## config.mk

```make
export PLATFORM = sky130hd
export DESIGN_NAME = bcd_convert_seq
export DESIGN_NICKNAME = d
export VERILOG_FILES = /design/src/rtl/bcd_convert_seq.sv
export SDC_FILE = /design/constraint.sdc
export NUM_CORES = 1
export LEC_CHECK = 0
export CAP_MARGIN = 20
export CORE_MARGIN = 10
export CORE_UTILIZATION = 39
export CTS_CLUSTER_DIAMETER = 100
export DETAILED_ROUTE_END_ITERATION = 10
export PLACE_DENSITY = 0.7
export SYNTH_ARGS = -nofsm -noshare
export SYNTH_HDL_FRONTEND = slang
export SYNTH_SLANG_ARGS = --single-unit
```

## constraint.sdc

```tcl
create_clock -name clk -period 5.2 [get_ports clk]
set_input_delay 1.04 -clock clk [delete_from_list [all_inputs] [get_ports clk]]
set_output_delay 1.04 -clock clk [all_outputs]
set_load 0.01 [all_outputs]
```

## src/rtl/bcd_convert_seq.sv

```systemverilog
// Sequential binary-to-BCD converter (shift-and-add-3), one input bit per clock.
// start/done handshake, sticky overflow, and significant-digit count for blanking.
module bcd_convert_seq #(
  parameter  int BIN_W  = 33,
  parameter  int DIGITS = 10,
  localparam int CNT_W  = $clog2(BIN_W + 1),
  localparam int SD_W   = $clog2(DIGITS + 1)
) (
  input  logic                  clk,
  input  logic                  rst_n,
  input  logic                  start,
  input  logic [BIN_W-1:0]      bnum,
  output logic                  busy,
  output logic                  done,
  output logic [4*DIGITS-1:0]   bcd,
  output logic                  overflow,
  output logic [SD_W-1:0]       sig_digits
);

  // Handshake: start is honoured only in IDLE (a start in SHIFT or FINISH is
  // dropped, not queued); done is a one-cycle pulse marking the result update.
  typedef enum logic [1:0] {IDLE, SHIFT, FINISH} state_t;

  state_t              state;
  logic [BIN_W-1:0]    bin_sr;
  logic [4*DIGITS-1:0] acc;
  logic                ovf_acc;
  logic [CNT_W-1:0]    cnt;

  logic [4*DIGITS-1:0] acc_adj;
  logic [SD_W-1:0]     sd_next;

  always_comb begin
    acc_adj = acc;
    for (int k = 0; k < DIGITS; k++) begin
      if (acc[4*k +: 4] >= 4'd5) acc_adj[4*k +: 4] = acc[4*k +: 4] + 4'd3;
    end
  end

  // Highest nonzero digit wins; all-zero still shows one digit.
  always_comb begin
    sd_next = SD_W'(1);
    for (int k = 0; k < DIGITS; k++) begin
      if (acc[4*k +: 4] != 4'd0) sd_next = SD_W'(k + 1);
    end
  end

  always_ff @(posedge clk or negedge rst_n) begin
    if (!rst_n) begin
      state      <= IDLE;
      bin_sr     <= '0;
      acc        <= '0;
      ovf_acc    <= 1'b0;
      cnt        <= '0;
      busy       <= 1'b0;
      done       <= 1'b0;
      bcd        <= '0;
      overflow   <= 1'b0;
      sig_digits <= SD_W'(1);
    end else begin
      done <= 1'b0;
      case (state)
        IDLE: begin
          if (start) begin
            bin_sr  <= bnum;
            acc     <= '0;
            ovf_acc <= 1'b0;
            cnt     <= CNT_W'(BIN_W);
            busy    <= 1'b1;
            state   <= SHIFT;
          end
        end
        SHIFT: begin
          // The bit leaving the top digit is the carry into a digit we don't keep.
          acc     <= {acc_adj[4*DIGITS-2:0], bin_sr[BIN_W-1]};
          bin_sr  <= {bin_sr[BIN_W-2:0], 1'b0};
          ovf_acc <= ovf_acc | acc_adj[4*DIGITS-1];
          cnt     <= cnt - CNT_W'(1);
          if (cnt == CNT_W'(1)) begin
            busy  <= 1'b0;
            state <= FINISH;
          end
        end
        FINISH: begin
          bcd        <= acc;
          overflow   <= ovf_acc;
          sig_digits <= sd_next;
          done       <= 1'b1;
          state      <= IDLE;
        end
        default: state <= IDLE;
      endcase
    end
  end

endmodule
```

* Word-level counts from Yosys, hierarchy flattened
Cells that the tools add are included.
** Storage, ports and cells
- Register bits :: 129
- Input bits :: 36
- Output and inout bits :: 47
- Word-level logic and storage cells :: 85
** Cells by class
- Mux-type cells :: 34
- Reduce and logical (&&, ||, !) cells :: 14
- $add $sub $neg :: 11
- Bitwise operators :: 1
- Eq/ne operators :: 5
- Magnitude comparators :: 10
** Operators with widths (count)
- one-hot mux 40 bit (2 select lines) :: 1
- 2-to-1 mux 4 bit :: 18
- one-hot mux 33 bit (2 select lines) :: 1
- adder 4 x 2 -> 4 bit, second input constant :: 10
- >= comparator 4 x 3 -> 1 bit, second input constant :: 10
- 2-to-1 mux 40 bit :: 1
- nonzero test 4 bit :: 9
- 2-to-1 mux 33 bit :: 1
- one-hot mux 6 bit (2 select lines) :: 1
- equality test 6 x 1 -> 1 bit, second input constant :: 1
- 2-to-1 mux 2 bit :: 3
- 2-to-1 mux 6 bit :: 1
- subtractor 6 x 1 -> 6 bit, second input constant :: 1
- 2-to-1 mux 1 bit :: 4
- inequality test 2 bit, second input constant :: 2
- one-hot mux 1 bit (2 select lines) :: 2
- one-hot mux 2 bit (2 select lines) :: 1
- AND reduction 2 bit :: 2
- AND reduction 3 bit :: 1
- equality test 2 x 1 -> 1 bit, second input constant :: 1
- equality test 2 bit, second input constant :: 1
- logical NOT 2 bit :: 1
- nonzero test 2 bit :: 1
- OR 1 bit :: 1

* Longest topological paths before layout
Gate-level depths: netlist of run 1.
- Depth after elaboration :: 10
- Depth in mapped cells :: 7
- Gate-level depth less buffers :: 6

* Worst setup path after synthesis of run 1
OpenSTA, ideal clock, no wires.
- Path type :: input to register
- From :: input start
- To :: register acc[39]
- Buffers on the path :: 2
- Library setup time :: 122 ps
- Required time :: 5078 ps
- Slack :: 3413 ps
- Stages :: 5
- Data arrival time :: 1666 ps
- Cell sequence :: o21ba_2 > buf_2 > buf_4 > o31ai_1 > a32o_1
** Between the ends
- Cells in the longest elaborated chain, start to end :: 2
** Ends and longest elaborated chain
- from (decl) :: line 11 : input logic start,
- inequality test 2 bit (no source line)
- AND reduction 2 bit (no source line)
- to (signal assigned) :: line 75 : acc <= {acc_adj[4*DIGITS-2:0], bin_sr[BIN_W-1]};
- to (decl) :: line 26 : logic [4*DIGITS-1:0] acc;
Every way passes these cells.
A chain may end at the register's enable or synchronous reset.

* Worst setup path in the final report of run 1
- From :: input start
- To :: register cnt[5]
** Between the ends
- Cells in the longest elaborated chain, start to end :: 2
** Ends and longest elaborated chain
- inequality test 2 bit (no source line)
- AND reduction 2 bit (no source line)
- to (signal assigned) :: line 68 : cnt <= CNT_W'(BIN_W);
- to (signal assigned) :: line 78 : cnt <= cnt - CNT_W'(1);
- to (decl) :: line 28 : logic [CNT_W-1:0] cnt;
Every way passes these cells.

==> impl_results.md, run 1 <==
- Syn Nets: 681
- Kind of start point of the critical path: input pin
- Die area: 21400 um^2
- FF-to-FF End: sig_digits[3]
- Design Area, Final: 7810 um^2
- Layout cells sized above 1: 0.0849
- Cell Rows: 46
- R2r worst-path depth: 5
- Fill count: 1410
- Initial antenna violation count: 0
- Outcome: finished clean
- CP required: 5480 ps
- Maximum clock rate: approximately 0.37 GHz
- Clk sinks: 129
- Wire per inst: 16.2 um
- Slew margin rel.: 0.425
- Vias/cell: 5.34
- Post-CTS Resized: 0
- CTS tree: built
- Hold Fails Final Rpt: 0
- Leakage: approximately 3.4 nW
- Average size of a mapped cell: approximately 10 um^2
- Count of buffers from port buffering: 82
- Number of synthesized register bits: between 100 and 150
- Asr flop ratio synth: 1.00
- Flip-flop and latch area: 3230 um^2
- Worst setup EP type: flop
- Worst-case clock buffer depth: 2
- Num CTS Buffers: 17
- Clk pwr share: 0.275
- Primary FF master, synth: dfrtp_1
- CTS H-tree lvls: 4
- Arrival time worst endpoint: 2990 ps
- Comb power frac: 0.357
- R2r startpoint: state[0]
- Worst hold path depth: 2
- Post-route ant nets: 0
- Clk slew on worst S/H paths: 60 ps
- Sw Ratio: 0.351
- CP Class: input pin to flop
- Die Ht: 146 um
- Hold_buf cts: 0
- Root Driver: clkbuf_16
- First-pass GRT wire length: ~25 mm
- Hold endpoint: bcd[38]
- Initial Utilization: 0.394
- Yosys warnings: 0
- Area grow syn2layout: 25.6%
- Nets: about 750
- Power density over the cells: 565 nW/um^2
- Antenna cells: 0
- Max Cap Violations: 0
- Routed wire length: 15.0 mm
- Placer Congestion: roughly 0.76
- Total track usage: 0.138
- RSZ-0062 raised after global routing: no
- Vias in the first global route: slightly below 5000
- Post-Syn Area: 6220 um^2
- Sw Pwr: 0.00155 W
- EDFF count, synth: 0
- Area post-placement: 7200 um^2
- Top Ports: 83
- CP Max Fanout: 35
- Detail Placement HPWL: 9.67 mm
- Drt initial violations: 343
- Post-synthesis sequential area ratio: 0.519
- Seq pwr share: 0.368
- GR Overflow Total: 0
- Most common cell after layout, fill and taps aside: dfrtp_1
- Post-CTS setup buffers: 0
- Via Count: 4931
- Die Span X: 146 um
- # setup viols final: 0
- Tightest Hold Check Type: flop to flop
- Max Clock Skew: roughly 7.2 ps
- Setup TNS Final: 0 ps
- R2r setup slk: about 2800 ps
- Initial DRT Pass Iterations: 4
- Worst-Skew Late Latency: roughly 410 ps
- Core area: 15800 um^2
- Commonest cells after routing, fill and taps aside: 128 x dfrtp_1, 100 x nand2_1, 81 x clkdlybuf4s50_1, 76 x o21ai_0, 44 x a21oi_1
- Synth cell types: 45
- Pin count of the biggest net entering global routing: 66
- Post-layout min period: 2700 ps
- Slew Limit Fails: 0
- Crit share post-route: 0.520
- Setup WS pre-CTS: between 2000 and 2500 ps
- Worst Max-Slew Pin Slew: ~860 ps
- Pint: 0.00286 W
- Multi-input logic area: 2730 um^2
- Post-route DRC violation count: 0
- Largest vdd supply drop: approximately 0.26 mV
- HP Start: bcd[38]
- Syn Inst Count: 623
- Final Worst Setup Slack: 2500 ps
## layer usage
| layer | GRT usage | part of all wire | wire length [um] | vias up |
|---|---|---|---|---|
| li1 | - | - | - | 2338 |
| met1 | 0.179 | 0.46 | 6860 | 2459 |
| met2 | 0.214 | 0.47 | 7080 | 124 |
| met3 | 0.0498 | 0.063 | 942 | 10 |
| met4 | 0.0365 | 0.0053 | 80 | 0 |
| met5 | 0 | 0 | 0 | - |
## worst max-delay path by stage
stage / slack [ps] / start / to / depth (start not counted)
after floorplan: 3410 / start / acc[39] / 5
after global placement: 2130 / start / cnt[5] / 6
after detailed placement: 2080 / start / cnt[5] / 6
after CTS: 2540 / start / cnt[5] / 6
after global routing: 2360 / start / cnt[5] / 6
final: 2500 / start / cnt[5] / 6
## cell type report
| class | instances | area share |
|---|---|---|
| timing repair buffer | 91 | 0.113 |
| tap | 216 | 0.0346 |
| clock inverter | 11 | 0.0173 |
| multi-input combinational | 430 | 0.349 |
| clock buffer | 21 | 0.0602 |
| sequential | 129 | 0.413 |
| inverter | 25 | 0.0120 |
## synthesized netlist by cell type, drive strengths merged, types with 5 or more instances
cell type	n	area, um^2
buf	23	123
o22ai	11	68.8
a22oi	33	248
nand2b	13	88.8
nor2b	34	213
clkbuf	16	61.3
inv	25	93.8
mux2	8	90.1
o21ai	81	405
nor3b	5	37.5
o31ai	10	75.1
xnor2	10	87.6
nand2	100	375
dfrtp	128	3200
o32ai	9	78.8
xor2	10	87.6
a21oi	44	220
ha	22	275
a32o	10	100
or3b	5	46.3
## logic make-up (layout without fill, tap and decap cells)
family          count (synthesis)  after routing  share of synthesized area
simple gates                  170            170                      0.140
compound gates                208            208                      0.206
xor+xnor                       20             20                     0.0282
buf+inv                        64            148                     0.0447
flops                         129            129                      0.519
mux                            10             10                     0.0177
fa+ha+maj                      22             22                     0.0443
## power groups by stage
stage	sequential, W	combinational [W]	clock [W]
4_1_cts	0.00162	0.00159	0.00123
5_1_grt	0.00167	0.00177	0.00128
6_report	0.00162	0.00158	0.00121
2_1_floorplan	0.00159	0.00112	0
3_5_place_dp	0.00163	0.00158	0
3_3_place_gp	0.00161	0.00151	0
## critical path: stages
cell and delay, ps:
clkdlybuf4s50_1 450, buf_4 340, o21ba_2 700, nand4_1 200, xor2_1 160, nand2_1 70
## sequential cells by signal, indices dropped and copies added (netlist names)
name        count
cnt             6
bin_sr         33
bcd            40
acc            40
ovf_acc         1
overflow        1
sig_digits      4
state           2
done            1
busy            1
## per-stage QoR
| step | std cells | hold slack (ps) | util | total power (W) |
|---|---|---|---|---|
| after floorplan | 623 | 439 | - | 0.00270 |
| after global placement | 891 | 459 | 0.457 | 0.00312 |
| after detailed placement | 891 | 463 | 0.457 | 0.00321 |
| after CTS | 923 | 477 | 0.495 | 0.00444 |
| after global routing | 923 | 495 | 0.495 | 0.00472 |
| final | 923 | 473 | 0.495 | 0.00441 |
Note: power is estimated with default switching activity, not from simulation.
==> inputs of run 2 (changes only) <==
Settings changed: PLACE_DENSITY 0.7 to 0.72.
Clock period 5.2 ns to 2.3 ns, I/O delays scaled along.
==> run 2 against run 1 <==
Combinational power is 130% higher; cell count is 0.98% higher; sequential power is 130% higher; core utilization is 0.81 points higher; clock power is 130% higher; sequential cell count stayed put; via count is 1.5% higher; design area is 1.6% higher; total power is 130% higher; largest power group unchanged; highest routed layer unchanged.
==> impl_results.md, run 2 (synthesis results as in run 1) <==
- Post-CTS setup buffers: 0
- Area grow syn2layout: 27.6%
- Slew Limit Fails: 0
- Setup TNS Final: 0 ps
- Core area: 15800 um^2
- Num CTS Buffers: 17
- Leakage: between 3 and 4 nW
- Worst-Skew Late Latency: 420 ps
- Met3 WL: 1.05 mm
- Sw Ratio: 0.356
- Worst Setup EP: sig_digits[0]
- CTS tree: built
- Maximum clock rate: 0.507 GHz
- CP Cell Sequence: clkdlybuf4s50_1
- Die area: around 21000 um^2
- Antenna cells: 0
- Seq pwr share: 0.364
- Top Layer Used: met4
- Hold_buf cts: 0
- Slowest cell delay on critical path: between 500 and 600 ps
- Placer Congestion: 0.808
- Power density over the cells: 1290 nW/um^2
- Clk pwr share: 0.274
- Top Ports: 83
- Post-Route M1 WL: slightly below 7 mm
- Die Ht: 146 um
- Hold Fails Final Rpt: 0
- Layout cells sized above 1: 0.0964
- Pint: 0.00658 W
- Drt initial violations: 302
- RSZ-0062 raised after global routing: no
- Design Area, Final: around 7900 um^2
- R2r startpoint: acc[20]
- Clk sinks: approximately 130
- Via Count: 5005
- Kind of start point of the critical path: flop
- Sw Pwr: 0.00363 W
- Slowest cell on the critical path: dfstp_2
- Slew margin rel.: 0.608
- Wire per inst: 16.6 um
- Arrival time worst endpoint: 1510 ps
- CP delay by family, top: flip-flops
- Post-layout min period: 1970 ps
- Worst-case clock buffer depth: 2
- GR Overflow Total: 0
- Clk slew on worst S/H paths: around 60 ps
- Post-CTS Resized: 0
- First-pass GRT wire length: between 20 and 30 mm
- Area post-placement: 7320 um^2
- Initial DRT Pass Iterations: 5
- # setup viols final: 0
- Post-route DRC violation count: 0
- Comb power frac: 0.361
- Biggest regs: acc: 40 flops, bcd: 40 flops, bin_sr: 33 flops
- Final Worst Setup Slack: 326 ps
- Initial Utilization: 0.394
- Worst setup EP type: output pin
- CP Max Fanout: 2
- Worst Max-Slew Pin Slew: just under 600 ps
- Outcome: finished clean
- Largest vdd supply drop: around 0.8 mV
- Routed wire length: 15.5 mm
- FF-to-FF End: sig_digits[2]
- Cell Rows: 46
- CP startpoint: sig_digits[0]
- Root Driver: clkbuf_16
- CP Class: flop to output pin
- R2r setup slk: 380 ps
- Crit share post-route: 0.858
- Total track usage: 0.146
- Setup WS pre-CTS: 380 ps
- Nets: 761
- Commonest cells after routing, fill and taps aside: 128 x dfrtp_1, 100 x nand2_1, 81 x clkdlybuf4s50_1, 76 x o21ai_0, 44 x a21oi_1
- Buf/Inv on CP: 1
- Max Clock Skew: 8.41 ps
- Initial antenna violation count: 0
- Pin count of the biggest net entering global routing: between 60 and 70
- Most common cell after layout, fill and taps aside: dfrtp_1
- R2r worst-path depth: 6
- CP required: 1840 ps
- CP Depth: 1
- Metal2 WL: 7.44 mm
- Count of buffers from port buffering: 82
- Vias/cell: 5.37
- Die Span X: 146 um
- Post-route ant nets: 0
- Vias in the first global route: 5300
- Max Cap Violations: 0
- CTS H-tree lvls: 4
- Tightest Hold Check Type: input pin to asynchronous set/reset pin
- Detail Placement HPWL: about 11 mm
[run 2: cell count changes in the layout (fill, tap and decap cells not counted)]
cell,previous run,this run
clkbuf_8,3,4
buf_12,0,4
clkinvlp_4,2,1
buf_4,10,15
clkinv_2,6,5
clkinv_4,0,1
[run 2: power groups by stage]
stage,clock [W],sequential [W],combinational [W]
floorplan,0,0.00359,0.00252
global placement,0,0.00368,0.00346
detailed placement,0,0.00374,0.00366
CTS,0.00283,0.00371,0.00371
global route,0.00294,0.00382,0.00413
finish,0.00280,0.00372,0.00369
[run 2: how the worst min path moves through the flow]
stage	from	end	slack, ps	cells after the start
floorplan	rst_n	acc[0]	160	0
global placement	bcd[18]	bcd[18]	460	2
detailed placement	bcd[18]	bcd[18]	460	2
CTS	rst_n	acc[11]	30	1
global route	rst_n	acc[10]	40	1
finish	rst_n	acc[9]	20	1
[run 2: area by class of cell]
cell class	count	area, um^2
Fill cell	1417	7830
Sequential cell	129	3230
Multi-Input combinational cell	430	2730
Timing Repair Buffer	100	1000
Clock buffer	22	484
Tap cell	216	270
Clock inverter	10	131
Inverter	25	93.8
[run 2: stage by stage]
step | std cells | hold slack, ps | utilization | total power (W)
6_report | 932 | 21.4 | 0.503 | 0.0102
5_1_grt | 932 | 43.8 | 0.503 | 0.0109
4_1_cts | 932 | 28.5 | 0.503 | 0.0102
3_5_place_dp | 900 | 461 | 0.464 | 0.00739
3_3_place_gp | 900 | 459 | 0.464 | 0.00715
2_1_floorplan | 623 | 164 | - | 0.00611
[run 2: routing by layer]
layer	vias to the layer above	GRT usage
met1	2471	0.177
met2	160	0.237
li1	2347	-
met3	27	0.0519
met5	-	0
met4	0	0.0475
